==> src/rtl/micro_seq_pkg.sv <==
// Shared constants and types for the micro-sequencer: microword layout,
// sequencing opcodes, FSM states and return-stack sizing.
package micro_seq_pkg;

   localparam int WORD_W      = 56;
   localparam int UPC_W       = 10;
   localparam int STACK_DEPTH = 4;
   localparam int SP_W        = $clog2(STACK_DEPTH + 1);  // 0..STACK_DEPTH
   localparam int IDX_W       = $clog2(STACK_DEPTH);

   // Microword field bit positions
   localparam int FLD_ALUC_HI  = 55;
   localparam int FLD_ALUC_LO  = 52;
   localparam int FLD_SELA_HI  = 51;
   localparam int FLD_SELA_LO  = 46;
   localparam int FLD_SELB_HI  = 45;
   localparam int FLD_SELB_LO  = 40;
   localparam int FLD_CSEL_HI  = 39;
   localparam int FLD_CSEL_LO  = 34;
   localparam int FLD_SHIFT_HI = 33;
   localparam int FLD_SHIFT_LO = 32;
   localparam int FLD_KMX_SEL  = 31;
   localparam int FLD_CY_SRC   = 30;
   localparam int FLD_SEQ_HI   = 29;
   localparam int FLD_SEQ_LO   = 27;
   localparam int FLD_C_WE     = 26;
   localparam int FLD_KMX_HI   = 25;
   localparam int FLD_KMX_LO   = 10;
   localparam int FLD_ADDR_HI  = 9;
   localparam int FLD_ADDR_LO  = 0;

   typedef enum logic [2:0] {
      SEQ_NEXT = 3'b000,
      SEQ_JUMP = 3'b001,
      SEQ_JZ   = 3'b010,
      SEQ_JC   = 3'b011,
      SEQ_CALL = 3'b100,
      SEQ_RET  = 3'b101,
      SEQ_WAIT = 3'b110,
      SEQ_HALT = 3'b111
   } seq_op_e;

   typedef enum logic [2:0] {
      ST_IDLE   = 3'd0,
      ST_FETCH  = 3'd1,
      ST_LOAD   = 3'd2,
      ST_EXEC   = 3'd3,
      ST_WB     = 3'd4,
      ST_HALTED = 3'd5
   } state_e;

endpackage

==> src/rtl/micro_stack.sv <==
// Return-address stack: STACK_DEPTH entries of UPC_W bits, LIFO.
// Push when full and pop when empty are ignored; the caller flags the error.
module micro_stack
   import micro_seq_pkg::*;
(
   input  logic             clk_i,
   input  logic             rst_i,
   input  logic             clr_i,
   input  logic             push_i,
   input  logic             pop_i,
   input  logic [UPC_W-1:0] data_i,
   output logic [UPC_W-1:0] top_o,
   output logic             full_o,
   output logic             empty_o
);

   logic [UPC_W-1:0] mem_q [STACK_DEPTH];
   logic [SP_W-1:0]  sp_q;
   logic [IDX_W-1:0] wr_idx;
   logic [IDX_W-1:0] top_idx;

   assign full_o  = (sp_q == SP_W'(STACK_DEPTH));
   assign empty_o = (sp_q == '0);
   assign wr_idx  = IDX_W'(sp_q);
   assign top_idx = IDX_W'(sp_q - SP_W'(1));
   assign top_o   = mem_q[top_idx];

   // Stack pointer: cleared by reset or when the sequencer returns to idle
   always_ff @(posedge clk_i) begin
      if (rst_i || clr_i) begin
         sp_q <= '0;
      end else if (push_i && !full_o) begin
         sp_q <= sp_q + SP_W'(1);
      end else if (pop_i && !empty_o) begin
         sp_q <= sp_q - SP_W'(1);
      end
   end

   // Entry storage
   // NOTE: storage has no reset; an entry is only read after a push wrote it,
   // and leaving it out lets the array map onto plain flops or a small RAM.
   always_ff @(posedge clk_i) begin
      if (push_i && !full_o) begin
         mem_q[wr_idx] <= data_i;
      end
   end

endmodule

==> src/rtl/micro_sequencer.sv <==
// Microprogram sequencer: fetches 56-bit microwords from an external
// control store, drives datapath control fields and sequences the uPC
// with branches, calls and returns. Every microinstruction takes four
// cycles: FETCH -> LOAD -> EXEC -> WB.
module micro_sequencer
   import micro_seq_pkg::*;
(
   input  logic              clk_i,
   input  logic              rst_i,
   input  logic              start_i,
   output logic [UPC_W-1:0]  rom_addr_o,
   input  logic [WORD_W-1:0] rom_data_i,
   input  logic [15:0]       alu_w_i,
   input  logic              alu_cy_i,
   output logic [3:0]        aluc_o,
   output logic [5:0]        sel_a_rb_o,
   output logic [5:0]        sel_b_rb_o,
   output logic [5:0]        c_sel_rb_o,
   output logic [1:0]        shifter_sel_o,
   output logic              y_x_kmx_sel_o,
   output logic [15:0]       y_kmx_in_o,
   output logic              cy_in_o,
   output logic              latch_en_o,
   output logic              regbank_we_o,
   output logic              busy_o,
   output logic              done_o,
   output logic              err_o
);

   state_e            state_q, state_d;
   logic [UPC_W-1:0]  upc_q, upc_d;
   logic [UPC_W-1:0]  upc_wb;
   logic [WORD_W-1:0] ir_q;
   logic              c_q, z_q, c_snap_q, err_q;

   seq_op_e           seq_op;
   logic [UPC_W-1:0]  br_addr;
   logic              seq_push, seq_pop, seq_err, seq_halt;
   logic [UPC_W-1:0]  stk_top;
   logic              stk_full, stk_empty;

   // The zero flag is kept as architectural state; no branch reads it back.
   logic unused_flags;
   assign unused_flags = z_q;

   assign seq_op  = seq_op_e'(ir_q[FLD_SEQ_HI:FLD_SEQ_LO]);
   assign br_addr = ir_q[FLD_ADDR_HI:FLD_ADDR_LO];

   // Field outputs come straight from IR, which only changes at the end of
   // LOAD, so they hold their last values outside EXEC/WB for free.
   assign aluc_o        = ir_q[FLD_ALUC_HI:FLD_ALUC_LO];
   assign sel_a_rb_o    = ir_q[FLD_SELA_HI:FLD_SELA_LO];
   assign sel_b_rb_o    = ir_q[FLD_SELB_HI:FLD_SELB_LO];
   assign c_sel_rb_o    = ir_q[FLD_CSEL_HI:FLD_CSEL_LO];
   assign shifter_sel_o = ir_q[FLD_SHIFT_HI:FLD_SHIFT_LO];
   assign y_x_kmx_sel_o = ir_q[FLD_KMX_SEL];
   assign y_kmx_in_o    = ir_q[FLD_KMX_HI:FLD_KMX_LO];
   // Carry flag is snapshotted with IR so CY_IN stays stable through WB,
   // where C itself is updated.
   assign cy_in_o       = ir_q[FLD_CY_SRC] & c_snap_q;
   assign rom_addr_o    = upc_q;
   assign err_o         = err_q;

   micro_stack u_stack (
      .clk_i   (clk_i),
      .rst_i   (rst_i),
      .clr_i   (state_q == ST_HALTED),
      .push_i  ((state_q == ST_WB) && seq_push),
      .pop_i   ((state_q == ST_WB) && seq_pop),
      .data_i  (upc_q + UPC_W'(1)),
      .top_o   (stk_top),
      .full_o  (stk_full),
      .empty_o (stk_empty)
   );

   // State register
   // NOTE: sequential state uses non-blocking assignments so every flop
   // samples pre-edge values regardless of process ordering.
   always_ff @(posedge clk_i) begin
      if (rst_i) state_q <= ST_IDLE;
      else       state_q <= state_d;
   end

   // Next-state logic
   // NOTE: every always_comb output gets a default first so no path can
   // leave it unassigned and infer a latch.
   always_comb begin
      state_d = state_q;
      case (state_q)
         ST_IDLE:   if (start_i) state_d = ST_FETCH;
         ST_FETCH:  state_d = ST_LOAD;
         ST_LOAD:   state_d = ST_EXEC;
         ST_EXEC:   state_d = ST_WB;
         ST_WB:     state_d = (seq_err || seq_halt) ? ST_HALTED : ST_FETCH;
         ST_HALTED: state_d = ST_IDLE;
         default:   state_d = ST_IDLE;
      endcase
   end

   // FSM outputs: strobes and status
   always_comb begin
      latch_en_o   = 1'b0;
      regbank_we_o = 1'b0;
      busy_o       = 1'b1;
      done_o       = 1'b0;
      case (state_q)
         ST_IDLE:   busy_o       = 1'b0;
         ST_EXEC:   latch_en_o   = 1'b1;
         ST_WB:     regbank_we_o = ir_q[FLD_C_WE];
         ST_HALTED: done_o       = 1'b1;
         default:   ;
      endcase
   end

   // Sequencing decode: branch target and stack requests evaluated on the
   // ALU result presented during WB
   always_comb begin
      upc_wb   = upc_q + UPC_W'(1);  // wraps 1023 -> 0 naturally
      seq_push = 1'b0;
      seq_pop  = 1'b0;
      seq_err  = 1'b0;
      seq_halt = 1'b0;
      case (seq_op)
         SEQ_JUMP: upc_wb = br_addr;
         SEQ_JZ:   if (alu_w_i == '0) upc_wb = br_addr;
         SEQ_JC:   if (alu_cy_i) upc_wb = br_addr;
         SEQ_CALL: begin
            if (stk_full) begin
               seq_err = 1'b1;
            end else begin
               seq_push = 1'b1;
               upc_wb   = br_addr;
            end
         end
         SEQ_RET: begin
            if (stk_empty) begin
               seq_err = 1'b1;
            end else begin
               seq_pop = 1'b1;
               upc_wb  = stk_top;
            end
         end
         SEQ_HALT: seq_halt = 1'b1;
         default:  ;  // NEXT and WAIT advance by one
      endcase
   end

   // uPC next value: advance in WB, clear on the way back to IDLE
   always_comb begin
      upc_d = upc_q;
      if (state_q == ST_WB && !seq_err && !seq_halt) upc_d = upc_wb;
      else if (state_q == ST_HALTED)                  upc_d = '0;
   end

   // Datapath registers: uPC, IR, flags and sticky error
   always_ff @(posedge clk_i) begin
      if (rst_i) begin
         upc_q    <= '0;
         ir_q     <= '0;
         c_q      <= 1'b0;
         z_q      <= 1'b0;
         c_snap_q <= 1'b0;
         err_q    <= 1'b0;
      end else begin
         upc_q <= upc_d;
         if (state_q == ST_LOAD) begin
            ir_q     <= rom_data_i;
            c_snap_q <= c_q;
         end
         if (state_q == ST_WB) begin
            c_q <= alu_cy_i;
            z_q <= (alu_w_i == '0);
            if (seq_err) err_q <= 1'b1;
         end
      end
   end

endmodule

==> config.mk <==
export PLATFORM = sky130hd
export DESIGN_NAME = micro_sequencer
export DESIGN_NICKNAME = d
export VERILOG_FILES = /design/src/rtl/micro_seq_pkg.sv /design/src/rtl/micro_stack.sv /design/src/rtl/micro_sequencer.sv
export SDC_FILE = /design/constraint.sdc
export NUM_CORES = 1
export LEC_CHECK = 0
export CORE_MARGIN = 3
export CORE_UTILIZATION = 53
export DETAILED_ROUTE_END_ITERATION = 8
export PLACE_DENSITY = 0.95
export SETUP_SLACK_MARGIN = 0.2
export SLEW_MARGIN = 20
export SYNTH_ARGS = -nofsm -noshare
export SYNTH_HDL_FRONTEND = slang
export SYNTH_SLANG_ARGS = --single-unit
export TNS_END_PERCENT = 1
==> constraint.sdc <==
create_clock -name clk_i -period 4.1 [get_ports clk_i]
set_clock_uncertainty 0.05 [all_clocks]
set_input_delay 0.82 -clock clk_i [delete_from_list [all_inputs] [get_ports clk_i]]
set_output_delay 0.82 -clock clk_i [all_outputs]
set_load 0.05 [all_outputs]
== Word-level counts from Yosys, hierarchy flattened ==
Memories as Yosys holds them, arrays and structs flattened.
Index checks and enable logic that the tools add are counted.
W data, S select, Z words.

* Bits in read-only memories: 0
* Output and inout bits: 57
* Input bits: 76
* Memories: 1
* RAM bits: 40
* Bits in registers: 75
* Latch bits: 0

{| class="wikitable"
|+ Memory list
! name !! words !! bits a word !! read ports !! clocked after memory_dff !! write ports !! RTL line !! source
|-
| u_stack.mem_q || 4 || 10 || 1 || 0 || 1 || micro_stack.sv:17 || <nowiki>logic [UPC_W-1:0] mem_q [STACK_DEPTH];</nowiki>
|}

* Bitwise operators: 1
* Equality and inequality tests: 13
* Divide/modulo/power cells: 0
* Multiplexer cells: 26
* Reductions and logical operators: 18
* Add/subtract/negate cells: 3
* Shift operators: 0
* $lt $le $gt $ge: 0
* Multipliers: 0

{| class="wikitable"
|+ Operators by type and width
! cell !! number
|-
| $mux W10 || 6
|-
| $pmux W10 S5 || 1
|-
| $eq A3 B3 Y1 const B || 6
|-
| $logic_not A16 Y1 || 1
|-
| $pmux W3 S5 || 1
|-
| $mux W1 || 13
|-
| $eq A3 B2 Y1 const B || 4
|-
| $mux W3 || 4
|-
| $add A10 B1 Y10 const B || 1
|-
| $eq A3 B1 Y1 const B || 2
|-
| $logic_and A1 B1 Y1 || 6
|-
| $logic_not A3 Y1 || 2
|-
| $logic_not A1 Y1 || 4
|-
| $reduce_bool A2 Y1 || 2
|-
| $add A3 B1 Y3 const B || 1
|-
| $sub A3 B1 Y3 const B || 1
|-
| $logic_or A1 B1 Y1 || 2
|-
| $ne A2 B2 Y1 const B || 1
|-
| $pmux W1 S2 || 1
|-
| $reduce_and A2 Y1 || 1
|-
| $and A1 B1 Y1 || 1
|}

== Logic depth before layout (Yosys ltp) ==
* Depth in word-level cells: 7
* Depth in mapped cells: 10

== Modules after synthesis ==
A second synthesis with hierarchy kept.

* Cells, all modules: 506
* Area total of the unflattened synthesis: 5077.4 um^2

{| class="wikitable"
|+ Modules (own cells, without submodules)
! module !! instances !! cells an instance !! area each (um^2)
|-
| micro_sequencer || 1 || 420 || 3335.7
|-
| micro_stack || 1 || 86 || 1741.7
|}

== Worst setup path before layout ==
Ideal clock, no wire load.

* Kind: reg-to-reg
* From: register u_stack.sp_q[0]
* To: register upc_q[5] (netlist: rom_addr_o[5])
* Setup slack: 1.708 ns
* Stages on the path, launching flop included: 9
* Data arrival time: 2.228 ns
* Setup time: 0.115 ns
* Required time: 3.935 ns
* Cells stage by stage: dfxtp_1 buf_2 inv_1 ha_1 clkbuf_1 mux4_2 a22oi_1 o21ai_0 o21a_1

* Cells in the longest elaborated chain, start to end: 7
* Elaborated cells on any way between the ends: 15
* Classes of those cells: add/sub (1); eq/ne (1); mux (7); reduce/logical (5); memory (1)

{| class="wikitable"
|+ Ends and longest elaborated chain
! what !! RTL line !! source
|-
| start, declared || micro_stack.sv:18 || <nowiki>logic [SP_W-1:0] sp_q;</nowiki>
|-
| start signal, assigned || micro_stack.sv:33 || <nowiki>sp_q <= sp_q + SP_W'(1);</nowiki>
|-
| start signal, assigned || micro_stack.sv:35 || <nowiki>sp_q <= sp_q - SP_W'(1);</nowiki>
|-
| branches (longest 7 deep; another with $mem_v2 Z4 W10) || - ||
|-
| end signal, assigned || micro_sequencer.sv:165 || <nowiki>upc_q <= upc_d;</nowiki>
|-
| end, declared || micro_sequencer.sv:31 || <nowiki>logic [UPC_W-1:0] upc_q, upc_d;</nowiki>
|}

Parallel ways; which one is timed is not known.
A chain may end at the register's enable or synchronous reset.

== Worst setup path after layout ==
* From: register state_q[0]
* To: output done_o

* Cells in the longest elaborated chain, start to end: 2

{| class="wikitable"
|+ Ends and longest elaborated chain
! what !! RTL line !! source
|-
| start, declared || micro_sequencer.sv:30 || <nowiki>state_e state_q, state_d;</nowiki>
|-
| start signal, assigned || micro_sequencer.sv:81 || <nowiki>else state_q <= state_d;</nowiki>
|-
| $eq A3 B3 Y1 || micro_sequencer.sv:106 || <nowiki>case (state_q)</nowiki>
|-
| $mux W1 || micro_sequencer.sv:106 ||
|-
| end, declared || micro_sequencer.sv:26 || <nowiki>output logic done_o,</nowiki>
|}

No other way between the ends.

==> flow_summary.yaml <==
logic_synthesis:
  synth_commonest_cells: "135 x nand2_1, 75 x dfxtp_1, 71 x a21oi_1"
  ys_ff_latch: 115
  synth_top_area_share_pct: 28.8
  avgSynthCellArea_um2: 9.73
  yosysMostFrequentCell: "nand2_1"
  ys_seq_area_share_pct: 51.9
  synth_area_leaders: "dfxtp_1 29%, edfxtp_1 23%, nand2_1 9.7%"
  synth_largest_area_cell: "dfxtp_1"
  synth.net_count: 618
  synthCells: 535
  async_flop_share_pct: 0
  yosysWarnings: 0
  synth_area_mm2: 0.00521
  synthFlopType: "dfxtp_1"
  synth_edf_count: 40
  ys_types: 56
worst_setup_path:
  r2r_cells: 7
  worst_ep_arrival_time_ns: 2.62
  r2r_start: "ir_q[28]"
  startpoint: "state_q[0]"
  cp-start-kind: "register"
  worst_ep_required_time_ns: 3.23
  critPathKind: "register to output pin"
  max_stage_delay_ns: 0.84
  cp_max_fo: 11
  crit_chain: "nand3b_1 -> inv_1 -> clkdlybuf4s50_1"
  slowest_stage: "clkdlybuf4s50_1"
  cp-end-kind: "output pin"
power_and_ir_drop:
  irDropWorstVdd_v: 0.000288
  p_leak_uw: 0.00232
  power_density_mw_per_mm2: 449
drt:
  viasPerCell: 5.60
  drt_iter0_markers: 367
  drt_first_pass_iters: 5
  totalWireLength_um: 13400
  drc: 0
  num_vias: 4263
  wl_per_cell_um: 17.6
  postRouteAntennaNets: 0
global_route:
  grt_overflow_total: 0
  grt_pass1_wl_um: 21400
  grt_pass1_vias: 4284
  busiest_layer: "met2"
  grt_use_met1_pct: 29.2
  antenna_found_initial: 0
  use_met2_pct: 42.1
  grtUsageTotal_pct: 24.5
  grt_max_degree: 58
  grt_use_met3_pct: 7.10
clock_network:
  root_buffer: "clkbuf_8"
  clockBufferDepth: 2
  tritoncts: "yes"
  cts_hold_buf: 0
  cts-resized-gates: 0
  cts.clk_slew.worst_paths_ns: 0.06
  cts_sinks: 115
  insertion_delay_ns: 0.50
  numCtsBuffers: 17
  htree_levels: 4
  postCtsSetupBuffers: 0
sta:
  setup_tns_ns: 0
  grt_setup_unrepaired: "no"
  timing.fmax_ghz: 0.287
  worstMarginPinSlew_ns: 0.982
  fin_crit_ns: 3.49
  period_share_pct: 85.1
  finalMaxSlewViolations: 0
  hold_viol: 0
  max_slew_margin_pct: 34.5
  setup_viol: 0
layout:
  drive_above_1_share_pct: 9.49
  fillCellCount: 645
  post-route-util_pct: 72.9
  layout.nets: 702
  stdcell_area_mm2: 0.00686
  diodes: 0
  area_delta_synth_final_pct: 31.7
job:
  cap_violations: 0
worst_hold_path:
  worstHoldPathType: "register to register"
  hold_start: "ir_q[30]"
  min_delay_path_depth: 2
status:
  outcome: "complete, no violations"
placement:
  gp_congestion: 0.904
  placed_cell_area_mm2: 0.00629
  io_buffers: 132
  hpwl_um: 9250
die:
  chipWidth_um: 105
  num_rows: 35
  coreArea_mm2: 0.00942
  io_pins: 133
  fp.dieArea_mm2: 0.0111
  fp.dieH_um: 105
  initial_core_util_pct: 55.3
## final timing paths
check,to,slack (ns)
worst max-delay path,done_o,0.61
worst min-delay path,ir_q[30],0.40
worst max register to register,rom_addr_o[2],1.51
worst min register to register,ir_q[30],0.40
## where the power goes
part           switching, uW  internal [uW]
clock                    540            868
sequential              36.4           1220
combinational            250            168
total                    827           2250
## final cells by class
class	instances	area [um2]	area share (%)
Sequential cell	115	2700	39.4
Multi-Input combinational cell	341	2040	29.8
Clock inverter	15	156	2.28
Clock buffer	17	414	6.04
Inverter	7	26.3	0.383
Tap cell	129	161	2.35
Timing Repair Buffer	137	1350	19.7
## placed cells by master, fill, tap and decap left out, drive strengths merged, types with 4 or more instances in the layout
cell / count
nor4: 4
clkinv: 9
mux4: 10
nand3: 7
and2: 7
nand2: 135
inv: 10
nor3: 7
nand2b: 5
edfxtp: 40
buf: 6
clkbuf: 17
nor2: 10
o21a: 6
clkdlybuf4s50: 131
a21oi: 71
dfxtp: 75
a221oi: 15
o21ai: 4
ha: 7
and3: 4
xnor2: 10
## cells by family (layout without fill, tap and decap cells)
group                      after synthesis  in the layout  synth area share [%]
and+or+nand+nor                        198            198                  17.8
DFF                                    115            115                  51.9
AOI/OAI and AO/OA                      113            113                  13.1
buffers and inverters                   79            176                  8.99
xor gates and xnor gates                12             12                  2.02
muxes                                   11             11                  4.52
adders and majority gates                7              7                  1.68
## critical path, delay by kind of cell (launching register included)
kind	cells	cell delay, ns
flops	1	0.55
buf+inv	2	1.12
simple gates	1	0.45
## routing by layer
| layer | vias to the layer above | share of wire [%] | wire length (um) |
|---|---|---|---|
| met4 | 0 | 2.4 | 326 |
| li1 | 2011 | - | - |
| met3 | 35 | 7.0 | 939 |
| met1 | 2026 | 40 | 5350 |
| met2 | 191 | 51 | 6810 |
| met5 | - | 0 | 0 |
## through the flow
step                hold slack, ns  instances  power [uW]  worst slack (ns)
floorplan                    0.381        535        1560              1.71
CTS                          0.402        761        3090             0.639
global route                 0.424        761        3180             0.502
finish                       0.399        761        3080             0.612
detailed placement           0.393        729        1690             0.968
global placement             0.388        729        1680              1.16
## sequential cells by signal, indices dropped and copies added, names as in the netlist
name,flops
err_o,1
state_q,3
rom_addr_o,10
u_stack.mem_q,40
c_snap_q,1
u_stack.sp_q,3
c_q,1
ir_q,56
Note: power is estimated with default switching activity, not from simulation.
